<file path="config.mk">
export PLATFORM = sky130hd
export DESIGN_NAME = alu_op_encoder_flat
export DESIGN_NICKNAME = d
export VERILOG_FILES = /design/src/rtl/alu_pkg.sv /design/src/rtl/alu_op_encoder_if.sv /design/src/rtl/alu_op_decode.sv /design/src/rtl/alu_op_encoder.sv /design/src/flat_wrapper.sv
export SDC_FILE = /design/constraint.sdc
export NUM_CORES = 1
export LEC_CHECK = 0
export ABC_AREA = 1
export ABC_CLOCK_PERIOD_IN_PS = 2200
export CAP_MARGIN = 10
export CELL_PAD_IN_SITES_DETAIL_PLACEMENT = 1
export CELL_PAD_IN_SITES_GLOBAL_PLACEMENT = 2
export CORE_UTILIZATION = 19
export CTS_BUF_LIST = sky130_fd_sc_hd__clkbuf_4 sky130_fd_sc_hd__clkbuf_8 sky130_fd_sc_hd__clkbuf_16
export CTS_CLUSTER_DIAMETER = 80
export CTS_CLUSTER_SIZE = 8
export DETAILED_ROUTE_END_ITERATION = 16
export GPL_ROUTABILITY_DRIVEN = 0
export PLACE_DENSITY = 0.9
export SYNTH_ARGS = -nofsm -noshare
export SYNTH_HDL_FRONTEND = slang
export SYNTH_SLANG_ARGS = --single-unit
</file>
<file path="constraint.sdc">
create_clock -name clk -period 2.2 [get_ports clk]
set_input_delay 0.55 -clock clk [delete_from_list [all_inputs] [get_ports clk]]
set_output_delay 0.55 -clock clk [all_outputs]
set_load 0.1 [all_outputs]
</file>
<file path="src/rtl/alu_pkg.sv">
// Shared ALU definitions: operator codes, RV32I opcode/funct7 constants,
// output-register state type and immediate sign-extension helpers.
package alu_pkg;

  localparam logic [3:0] ALU_ADD  = 4'd0;
  localparam logic [3:0] ALU_SUB  = 4'd1;
  localparam logic [3:0] ALU_SLL  = 4'd2;
  localparam logic [3:0] ALU_SLT  = 4'd3;
  localparam logic [3:0] ALU_SLTU = 4'd4;
  localparam logic [3:0] ALU_XOR  = 4'd5;
  localparam logic [3:0] ALU_SRL  = 4'd6;
  localparam logic [3:0] ALU_SRA  = 4'd7;
  localparam logic [3:0] ALU_OR   = 4'd8;
  localparam logic [3:0] ALU_AND  = 4'd9;
  localparam logic [3:0] ALU_NONE = 4'd15;

  localparam logic [6:0] OPC_OP    = 7'b0110011;
  localparam logic [6:0] OPC_OPIMM = 7'b0010011;
  localparam logic [6:0] OPC_LUI   = 7'b0110111;
  localparam logic [6:0] OPC_AUIPC = 7'b0010111;
  localparam logic [6:0] OPC_LOAD  = 7'b0000011;
  localparam logic [6:0] OPC_STORE = 7'b0100011;

  localparam logic [6:0] F7_BASE = 7'b0000000;
  localparam logic [6:0] F7_ALT  = 7'b0100000;

  typedef enum logic {
    ST_EMPTY = 1'b0,
    ST_FULL  = 1'b1
  } ostate_t;

  // Sign-extend a 12-bit immediate to the 32-bit datapath.
  function automatic logic signed [31:0] sext12(input logic [11:0] v);
    logic signed [11:0] s;
    s = v;
    return 32'(s);
  endfunction

endpackage

</file>
<file path="src/rtl/alu_op_encoder_if.sv">
// Upstream issue / downstream ALU handshake bundle for alu_op_encoder.
interface alu_op_encoder_if #(
  parameter int D_WIDTH = 32,
  parameter int OP_W    = 4
);
  logic               in_valid;
  logic               in_ready;
  logic [31:0]        instr;
  logic [D_WIDTH-1:0] pc;
  logic [D_WIDTH-1:0] rs1_data;
  logic [D_WIDTH-1:0] rs2_data;
  logic               flush;
  logic               out_valid;
  logic               out_ready;
  logic [OP_W-1:0]    operator;
  logic [D_WIDTH-1:0] a;
  logic [D_WIDTH-1:0] b;
  logic [4:0]         rd;
  logic               reg_write;
  logic               illegal;

  // Driver side: register-read stage plus ALU consumer.
  modport master (
    output in_valid, instr, pc, rs1_data, rs2_data, flush, out_ready,
    input  in_ready, out_valid, operator, a, b, rd, reg_write, illegal
  );

  // Encoder side.
  modport slave (
    input  in_valid, instr, pc, rs1_data, rs2_data, flush, out_ready,
    output in_ready, out_valid, operator, a, b, rd, reg_write, illegal
  );
endinterface

</file>
<file path="src/rtl/alu_op_decode.sv">
// Combinational RV32I decode into ALU operator, operands and writeback info.
module alu_op_decode
  import alu_pkg::*;
#(
  parameter int D_WIDTH = 32,
  parameter int OP_W    = 4
) (
  input  logic [31:0]        instr,
  input  logic [D_WIDTH-1:0] pc,
  input  logic [D_WIDTH-1:0] rs1_data,
  input  logic [D_WIDTH-1:0] rs2_data,
  output logic [OP_W-1:0]    operator,
  output logic [D_WIDTH-1:0] a,
  output logic [D_WIDTH-1:0] b,
  output logic [4:0]         rd,
  output logic               reg_write,
  output logic               illegal
);

  logic [6:0]                opcode;
  logic [2:0]                funct3;
  logic [6:0]                funct7;
  logic signed [D_WIDTH-1:0] imm_i;
  logic signed [D_WIDTH-1:0] imm_s;
  logic signed [D_WIDTH-1:0] imm_u;
  logic [D_WIDTH-1:0]        shamt_r;
  logic [D_WIDTH-1:0]        shamt_i;
  logic                      bad;

  assign opcode  = instr[6:0];
  assign funct3  = instr[14:12];
  assign funct7  = instr[31:25];
  assign imm_i   = sext12(instr[31:20]);
  assign imm_s   = sext12({instr[31:25], instr[11:7]});
  assign imm_u   = {instr[31:12], 12'b0};
  assign shamt_r = {{(D_WIDTH-5){1'b0}}, rs2_data[4:0]};
  assign shamt_i = {{(D_WIDTH-5){1'b0}}, instr[24:20]};
  assign rd      = instr[11:7];

  // Opcode/funct decode; a bad encoding collapses to the "none" operation.
  always_comb begin
    operator  = ALU_NONE;
    a         = '0;
    b         = '0;
    reg_write = 1'b0;
    bad       = 1'b0;
    case (opcode)
      OPC_OP: begin
        a         = rs1_data;
        b         = rs2_data;
        reg_write = 1'b1;
        case (funct3)
          3'b000: begin
            if (funct7 == F7_BASE)     operator = ALU_ADD;
            else if (funct7 == F7_ALT) operator = ALU_SUB;
            else                       bad = 1'b1;
          end
          3'b001: begin
            operator = ALU_SLL;
            b        = shamt_r;
            bad      = (funct7 != F7_BASE);
          end
          3'b010: begin operator = ALU_SLT;  bad = (funct7 != F7_BASE); end
          3'b011: begin operator = ALU_SLTU; bad = (funct7 != F7_BASE); end
          3'b100: begin operator = ALU_XOR;  bad = (funct7 != F7_BASE); end
          3'b101: begin
            b = shamt_r;
            if (funct7 == F7_BASE)     operator = ALU_SRL;
            else if (funct7 == F7_ALT) operator = ALU_SRA;
            else                       bad = 1'b1;
          end
          3'b110: begin operator = ALU_OR;  bad = (funct7 != F7_BASE); end
          default: begin operator = ALU_AND; bad = (funct7 != F7_BASE); end
        endcase
      end
      OPC_OPIMM: begin
        a         = rs1_data;
        b         = imm_i;
        reg_write = 1'b1;
        case (funct3)
          3'b000: operator = ALU_ADD;
          3'b001: begin
            operator = ALU_SLL;
            b        = shamt_i;
            bad      = (funct7 != F7_BASE);
          end
          3'b010: operator = ALU_SLT;
          3'b011: operator = ALU_SLTU;
          3'b100: operator = ALU_XOR;
          3'b101: begin
            b = shamt_i;
            if (funct7 == F7_BASE)     operator = ALU_SRL;
            else if (funct7 == F7_ALT) operator = ALU_SRA;
            else                       bad = 1'b1;
          end
          3'b110: operator = ALU_OR;
          default: operator = ALU_AND;
        endcase
      end
      OPC_LUI: begin
        operator  = ALU_ADD;
        b         = imm_u;
        reg_write = 1'b1;
      end
      OPC_AUIPC: begin
        operator  = ALU_ADD;
        a         = pc;
        b         = imm_u;
        reg_write = 1'b1;
      end
      OPC_LOAD: begin
        operator  = ALU_ADD;
        a         = rs1_data;
        b         = imm_i;
        reg_write = 1'b1;
      end
      OPC_STORE: begin
        operator = ALU_ADD;
        a        = rs1_data;
        b        = imm_s;
      end
      default: bad = 1'b1;
    endcase

    if (bad) begin
      operator  = ALU_NONE;
      a         = '0;
      b         = '0;
      reg_write = 1'b0;
    end
    if (rd == 5'd0) reg_write = 1'b0;
    illegal = bad;
  end

endmodule

</file>
<file path="src/rtl/alu_op_encoder.sv">
// Execute-stage issue register: decodes one RV32I instruction per transfer
// and holds it for the ALU behind a valid/ready output register.
module alu_op_encoder
  import alu_pkg::*;
#(
  parameter int D_WIDTH = 32,
  parameter int OP_W    = 4
) (
  input logic             clk,
  input logic             rst,
  alu_op_encoder_if.slave bus
);

  logic [OP_W-1:0]    op_p0;
  logic [D_WIDTH-1:0] a_p0;
  logic [D_WIDTH-1:0] b_p0;
  logic [4:0]         rd_p0;
  logic               wr_p0;
  logic               ill_p0;

  ostate_t            state_p1;
  ostate_t            state_nxt;
  logic               vld_p1;
  logic [OP_W-1:0]    op_p1;
  logic [D_WIDTH-1:0] a_p1;
  logic [D_WIDTH-1:0] b_p1;
  logic [4:0]         rd_p1;
  logic               wr_p1;
  logic               ill_p1;

  logic in_xfer;
  logic out_xfer;
  logic load;

  alu_op_decode #(
    .D_WIDTH (D_WIDTH),
    .OP_W    (OP_W)
  ) u_decode (
    .instr     (bus.instr),
    .pc        (bus.pc),
    .rs1_data  (bus.rs1_data),
    .rs2_data  (bus.rs2_data),
    .operator  (op_p0),
    .a         (a_p0),
    .b         (b_p0),
    .rd        (rd_p0),
    .reg_write (wr_p0),
    .illegal   (ill_p0)
  );

  // ---- stage p0 -> p1: handshake and output register ----
  assign vld_p1       = (state_p1 == ST_FULL);
  assign bus.in_ready = !rst && (!vld_p1 || bus.out_ready);
  assign in_xfer      = bus.in_valid && bus.in_ready;
  assign out_xfer     = vld_p1 && bus.out_ready;

  // Next state: flush beats load, load beats drain, otherwise hold.
  always_comb begin
    state_nxt = state_p1;
    load      = 1'b0;
    if (bus.flush) begin
      state_nxt = ST_EMPTY;
    end else if (in_xfer) begin
      state_nxt = ST_FULL;
      load      = 1'b1;
    end else if (out_xfer) begin
      state_nxt = ST_EMPTY;
    end
  end

  // Occupancy state register.
  always_ff @(posedge clk) begin
    if (rst) state_p1 <= ST_EMPTY;
    else     state_p1 <= state_nxt;
  end

  // Decoded operation register; cleared on reset so the ALU sees a quiet bus.
  always_ff @(posedge clk) begin
    if (rst) begin
      op_p1  <= '0;
      a_p1   <= '0;
      b_p1   <= '0;
      rd_p1  <= '0;
      wr_p1  <= 1'b0;
      ill_p1 <= 1'b0;
    end else if (load) begin
      op_p1  <= op_p0;
      a_p1   <= a_p0;
      b_p1   <= b_p0;
      rd_p1  <= rd_p0;
      wr_p1  <= wr_p0;
      ill_p1 <= ill_p0;
    end
  end

  assign bus.out_valid = vld_p1;
  assign bus.operator  = op_p1;
  assign bus.a         = a_p1;
  assign bus.b         = b_p1;
  assign bus.rd        = rd_p1;
  assign bus.reg_write = wr_p1;
  assign bus.illegal   = ill_p1;

endmodule

</file>
<file path="src/flat_wrapper.sv">
// flat-port wrapper written by rule: the top's interface ports become plain ports
module alu_op_encoder_flat import alu_pkg::*;
#(
  parameter int D_WIDTH = 32,
  parameter int OP_W    = 4
)
  (clk, rst, bus_in_valid, bus_instr, bus_pc, bus_rs1_data, bus_rs2_data, bus_flush, bus_out_ready, bus_in_ready, bus_out_valid, bus_operator, bus_a, bus_b, bus_rd, bus_reg_write, bus_illegal);
  alu_op_encoder_if #(.D_WIDTH(D_WIDTH), .OP_W(OP_W)) bus_i ();
  input logic clk;
  input logic rst;
  input wire logic [$bits(bus_i.in_valid)-1:0] bus_in_valid;
  input wire logic [$bits(bus_i.instr)-1:0] bus_instr;
  input wire logic [$bits(bus_i.pc)-1:0] bus_pc;
  input wire logic [$bits(bus_i.rs1_data)-1:0] bus_rs1_data;
  input wire logic [$bits(bus_i.rs2_data)-1:0] bus_rs2_data;
  input wire logic [$bits(bus_i.flush)-1:0] bus_flush;
  input wire logic [$bits(bus_i.out_ready)-1:0] bus_out_ready;
  output wire logic [$bits(bus_i.in_ready)-1:0] bus_in_ready;
  output wire logic [$bits(bus_i.out_valid)-1:0] bus_out_valid;
  output wire logic [$bits(bus_i.operator)-1:0] bus_operator;
  output wire logic [$bits(bus_i.a)-1:0] bus_a;
  output wire logic [$bits(bus_i.b)-1:0] bus_b;
  output wire logic [$bits(bus_i.rd)-1:0] bus_rd;
  output wire logic [$bits(bus_i.reg_write)-1:0] bus_reg_write;
  output wire logic [$bits(bus_i.illegal)-1:0] bus_illegal;
  assign bus_i.in_valid = bus_in_valid;
  assign bus_i.instr = bus_instr;
  assign bus_i.pc = bus_pc;
  assign bus_i.rs1_data = bus_rs1_data;
  assign bus_i.rs2_data = bus_rs2_data;
  assign bus_i.flush = bus_flush;
  assign bus_i.out_ready = bus_out_ready;
  assign bus_in_ready = bus_i.in_ready;
  assign bus_out_valid = bus_i.out_valid;
  assign bus_operator = bus_i.operator;
  assign bus_a = bus_i.a;
  assign bus_b = bus_i.b;
  assign bus_rd = bus_i.rd;
  assign bus_reg_write = bus_i.reg_write;
  assign bus_illegal = bus_i.illegal;
  alu_op_encoder #(.D_WIDTH(D_WIDTH), .OP_W(OP_W)) u_core (.clk(clk), .rst(rst), .bus(bus_i));
endmodule
</file>
* Yosys cells after proc, flatten, opt, wreduce, memory -nomap -nowiden
Cells that the tools add are included.
** Word-level totals
- Flip-flop bits (word level) :: 76
- Input bits :: 133
- Logic and storage cells :: 64
** Operators by class
- Equal/unequal tests :: 13
- Muxes and demuxes :: 26
- Reduce and logical (&&, ||, !) cells :: 18
** Operators by type and width (number)
- $pmux W32 S5 :: 1
- $mux W32 :: 4
- $pmux W32 S2 :: 1
- $pmux W4 S7 :: 2
- $eq A7 B6 Y1 const B :: 4
- $mux W4 :: 5
- $eq A7 B5 Y1 const B :: 2
- $pmux W4 S3 :: 1
- $mux W1 :: 10
- $eq A3 B3 Y1 const B :: 3
- $reduce_or A2 Y1 :: 4
- $reduce_or A4 Y1 :: 2
- $eq A7 B2 Y1 const B :: 1
- $logic_not A7 Y1 :: 1
- $reduce_bool A7 Y1 :: 1
- $eq A3 B2 Y1 const B :: 2
- $logic_not A5 Y1 :: 1
- $reduce_or A5 Y1 :: 1
- $eq A3 B1 Y1 const B :: 1
- $logic_and A1 B1 Y1 :: 3
- $logic_not A3 Y1 :: 1
- $pmux W1 S3 :: 1
- $logic_not A1 Y1 :: 2
- $pmux W1 S2 :: 1
- 2 further kinds :: 2

* Longest topological paths before layout
- Depth in word-level cells :: 7
- Depth in mapped cells :: 12

* Hierarchy
Synthesis repeated with hierarchy kept, for this count alone.
** Unflattened totals
- Cell total of the unflattened synthesis :: 1137
- Area total of the unflattened synthesis :: 6154.7 um^2
** By module, submodules not included
- alu_op_encoder :: instances 1, cells an instance 650, area each 3933.8 um^2
- alu_op_decode :: instances 1, cells an instance 487, area each 2220.9 um^2

* Worst setup path after synthesis
OpenSTA, ideal clock, no wires.
- Kind :: register to output
- Start point :: register u_core.state_p1 (netlist: u_core.bus.out_valid)
- End point :: output bus_in_ready
- Arrival time :: 2095 ps
- Data required time :: 1650 ps
- Slack :: -445 ps
- Stages on the path, launching flop included :: 4
- Path buffers :: 0
- Cell sequence :: dfxtp_1 -> inv_1 -> nor2_1 -> nor2_1
** Between the ends
- Cells in the longest elaborated chain, start to end :: 3
** Ends and longest elaborated chain
- start, declared :: RTL line alu_op_encoder.sv:21 : ostate_t state_p1;
- start signal, assigned :: RTL line alu_op_encoder.sv:74 : else state_p1 <= state_nxt;
- $logic_not A1 Y1 :: RTL line alu_op_encoder.sv:53 : assign bus.in_ready = !rst && (!vld_p1 || bus.out_ready);
- $logic_or A1 B1 Y1 :: RTL line alu_op_encoder.sv:53
- $logic_and A1 B1 Y1 :: RTL line alu_op_encoder.sv:53
- end, declared :: RTL line flat_wrapper.sv:18 : output wire logic [$bits(bus_i.in_ready)-1:0] bus_in_ready;
Every way passes these cells.

* Final worst setup path
- Start point :: input bus_out_ready
- End point :: output bus_in_ready
** Between the ends
- Cells in the longest elaborated chain, start to end :: 2
** Ends and longest elaborated chain
- start, declared :: RTL line flat_wrapper.sv:17 : input wire logic [$bits(bus_i.out_ready)-1:0] bus_out_ready;
- $logic_or A1 B1 Y1 :: RTL line alu_op_encoder.sv:53
- $logic_and A1 B1 Y1 :: RTL line alu_op_encoder.sv:53
Every way passes these cells.

==> metrics.txt <==
Clk Latency, worst-skew pair 340 ps; drt drc 0; io pins 210; layout cells sized above 1 20.1%; clk slew on worst S/H paths 60 ps; CTS H-tree depth 3; crit path cell chain clkdlybuf4s50_1 > nor2_1 > buf_4 > nor2_2 > buf_12; Startpoint Class input pin; Die X 144 um; crit path time final 2080 ps; clk buf depth 2; via-per-instance ratio about 4.2; DRT iter0 DRCs 118; Avg Inst Size Synth 6.17 sq um; Synth Cell Area 3830 sq um; Synth-to-Final Area Change 77.1%; Antenna Nets Post-Route 0; number of max-cap violations 0; Setup crit end kind output pin; Mapped Nets 754; path type of the worst setup path input pin to output pin; Port Buffers roughly 210; largest net degree at the start of global routing 42; Nets 1000; peak fanout along the critical path 2; PD cells 502 nW/um^2; post-route core utilization 34.7%; Final Max Slew Viols 0; Tot GR Track Use 16.2%; CTS Sinks 76; CP required 1650 ps; wire per inst 14.7 um; Fin. Hold Viols 0; vias 4816; Slew headroom 66.7%; final wirelength 16.7 mm; maximum VDD drop 279 uV; starting density of the core 19.6%; Tightest Hold Check Type flip-flop to flip-flop; grt ovf 0; Worst EP arrival around 1500 ps; Mapped Cells a little over 600; RSZ-0062 raised after global routing no; Leak approximately 3.0 nW; clock root buffer clkbuf_16; CTS tree built; CP top delay family buffers and inverters; hpwl dp 12.7 mm; Yosys Warn Count 0; Num CTS Buffers 9; WHS 465 ps; # rows 51; Layout Skew 6.65 ps; CP Buf/Inv Count 3; DIE HEIGHT 144 um; first-pass GRT wire length 25.5 mm; cts hold-fix bufs 0; endpoints failing setup 0; Die Footprint 20700 sq um; initial antenna violation count 0; Worst path max stage delay 450 ps; TNS Setup 0 ps; #FFs+latches synth 76; final period utilization 94.7%; outcome complete, no violations; CP max stage cell clkdlybuf4s50_1; worst slew pin tran about 500 ps; count of cell types in the netlist 23; fmax between 0.4 and 0.5 GHz; sequential-to-total area share from yosys stat approximately two fifths; First-pass DRT Iterations 4; vias in the first global route 4697; core area ~20000 sq um
-- layer usage --
| metal | share of wire, % | vias to the layer above | GRT usage [%] |
|---|---|---|---|
| li1 | - | 2462 | - |
| met1 | 44 | 2205 | 20.0 |
| met2 | 47 | 142 | 26.4 |
| met3 | 8.7 | 7 | 5.79 |
| met4 | 0.72 | 0 | 4.09 |
| met5 | 0 | - | 0 |
-- Yosys cell counts --
master	instances	share of area [%]
nor3_2	1	0.26
nor2_2	2	0.33
buf_6	2	0.59
nor2_1	31	3.0
nand2_2	1	0.16
dfxtp_1	76	40
o211ai_1	4	0.78
nor2_4	1	0.29
inv_1	16	1.6
nor3_4	1	0.42
buf_4	3	0.59
inv_2	8	0.78
clkbuf_1	20	2.0
or2_2	1	0.16
nor3_1	4	0.52
nand4_1	2	0.33
o21ai_0	15	2.0
a22oi_1	2	0.39
buf_2	10	1.3
nand2_1	308	30
clkinv_1	1	0.098
a21oi_1	70	9.1
nand3_1	42	5.5
-- flip-flops by register name, summed over array words and instances, names as in the netlist --
register,count
u_core.bus.b,32
u_core.bus.a,32
u_core.bus.rd,5
u_core.bus.out_valid,1
u_core.bus.reg_write,1
u_core.bus.operator,4
u_core.bus.illegal,1
-- timing repair --
item | in CTS | in global routing
setup endpoints to repair | 0 | 69
setup buffers | 0 | 4
hold endpoints to repair | 0 | 0
resized for setup | 0 | 10
-- worst reg2reg max path: stages (launching register included) --
cell and delay [ps]:
dfxtp_1 310, inv_1 50, nor2_1 60, nor3_2 240, nand2_1 140, nor2_4 120
buf_4 130, buf_6 180, nand2_1 80, a21oi_1 120
-- logic make-up after synthesis --
| family | share of synthesized area, % |
|---|---|
| and+or+nand+nor | 41.2 |
| AOI/OAI and AO/OA | 12.3 |
| DFF | 39.7 |
| buffers and inverters | 6.89 |
-- report_power, final --
group | switching [mW] | internal, mW
logic | 0.268 | 0.294
clock network | 0.603 | 0.851
registers | 0.00595 | 1.39
-- cell type report --
cell class	instances	area, sq um
antenna	2	5.00
clock buffer	12	267
clock inverter	3	21.3
fill	2447	12800
inverter	25	93.8
multi-input combinational	485	2070
sequential	76	1520
tap	265	332
timing repair buffer	270	2480
-- through the flow --
step	setup WS, ps	cell area, sq um	cells	total power, mW
6_report	117	6790	1138	3.41
5_1_grt	2.91	6790	1136	3.57
4_1_cts	1.31	6690	1131	3.46
3_5_place_dp	-362	6400	1116	1.98
3_3_place_gp	-237	6400	1116	1.98
2_1_floorplan	17.0	3840	621	1.62
-- layout by cell type, fill, tap and decap left out --
cell type        count
inv_2                8
nor3_1               4
or2_2                1
nor3_2               1
clkinv_2             1
o211ai_1             4
nor2_4               2
o21ai_0             14
nand3_1             42
clkinv_1             1
buf_12               8
clkdlybuf4s50_1    129
buf_4              127
diode_2              2
a21oi_1             70
clkbuf_16           10
clkinv_4             1
nand2_1            308
nor2_2               7
inv_1               16
nand2_2              1
buf_2                1
buf_6                2
clkbuf_8             3
dfxtp_1             76
nand4_1              2
nor2_1              25
nor3_4               1
a22oi_1              2
o21ai_1              1
dlymetal6s2s_1       2
clkinvlp_4           1
-- path summary, 6_finish.rpt --
path / from / to / slack (ps) / cells past startpoint
worst max-delay path: bus_out_ready / bus_in_ready / 120 / 5
worst min-delay path: u_core.bus.b[7] / u_core.bus.b[7] / 470 / 2
worst max register to register: u_core.bus.out_valid / u_core.bus.b[20] / 710 / 9
worst min register to register: u_core.bus.b[7] / u_core.bus.b[7] / 470 / 2
(Power assumes the default switching activity.)
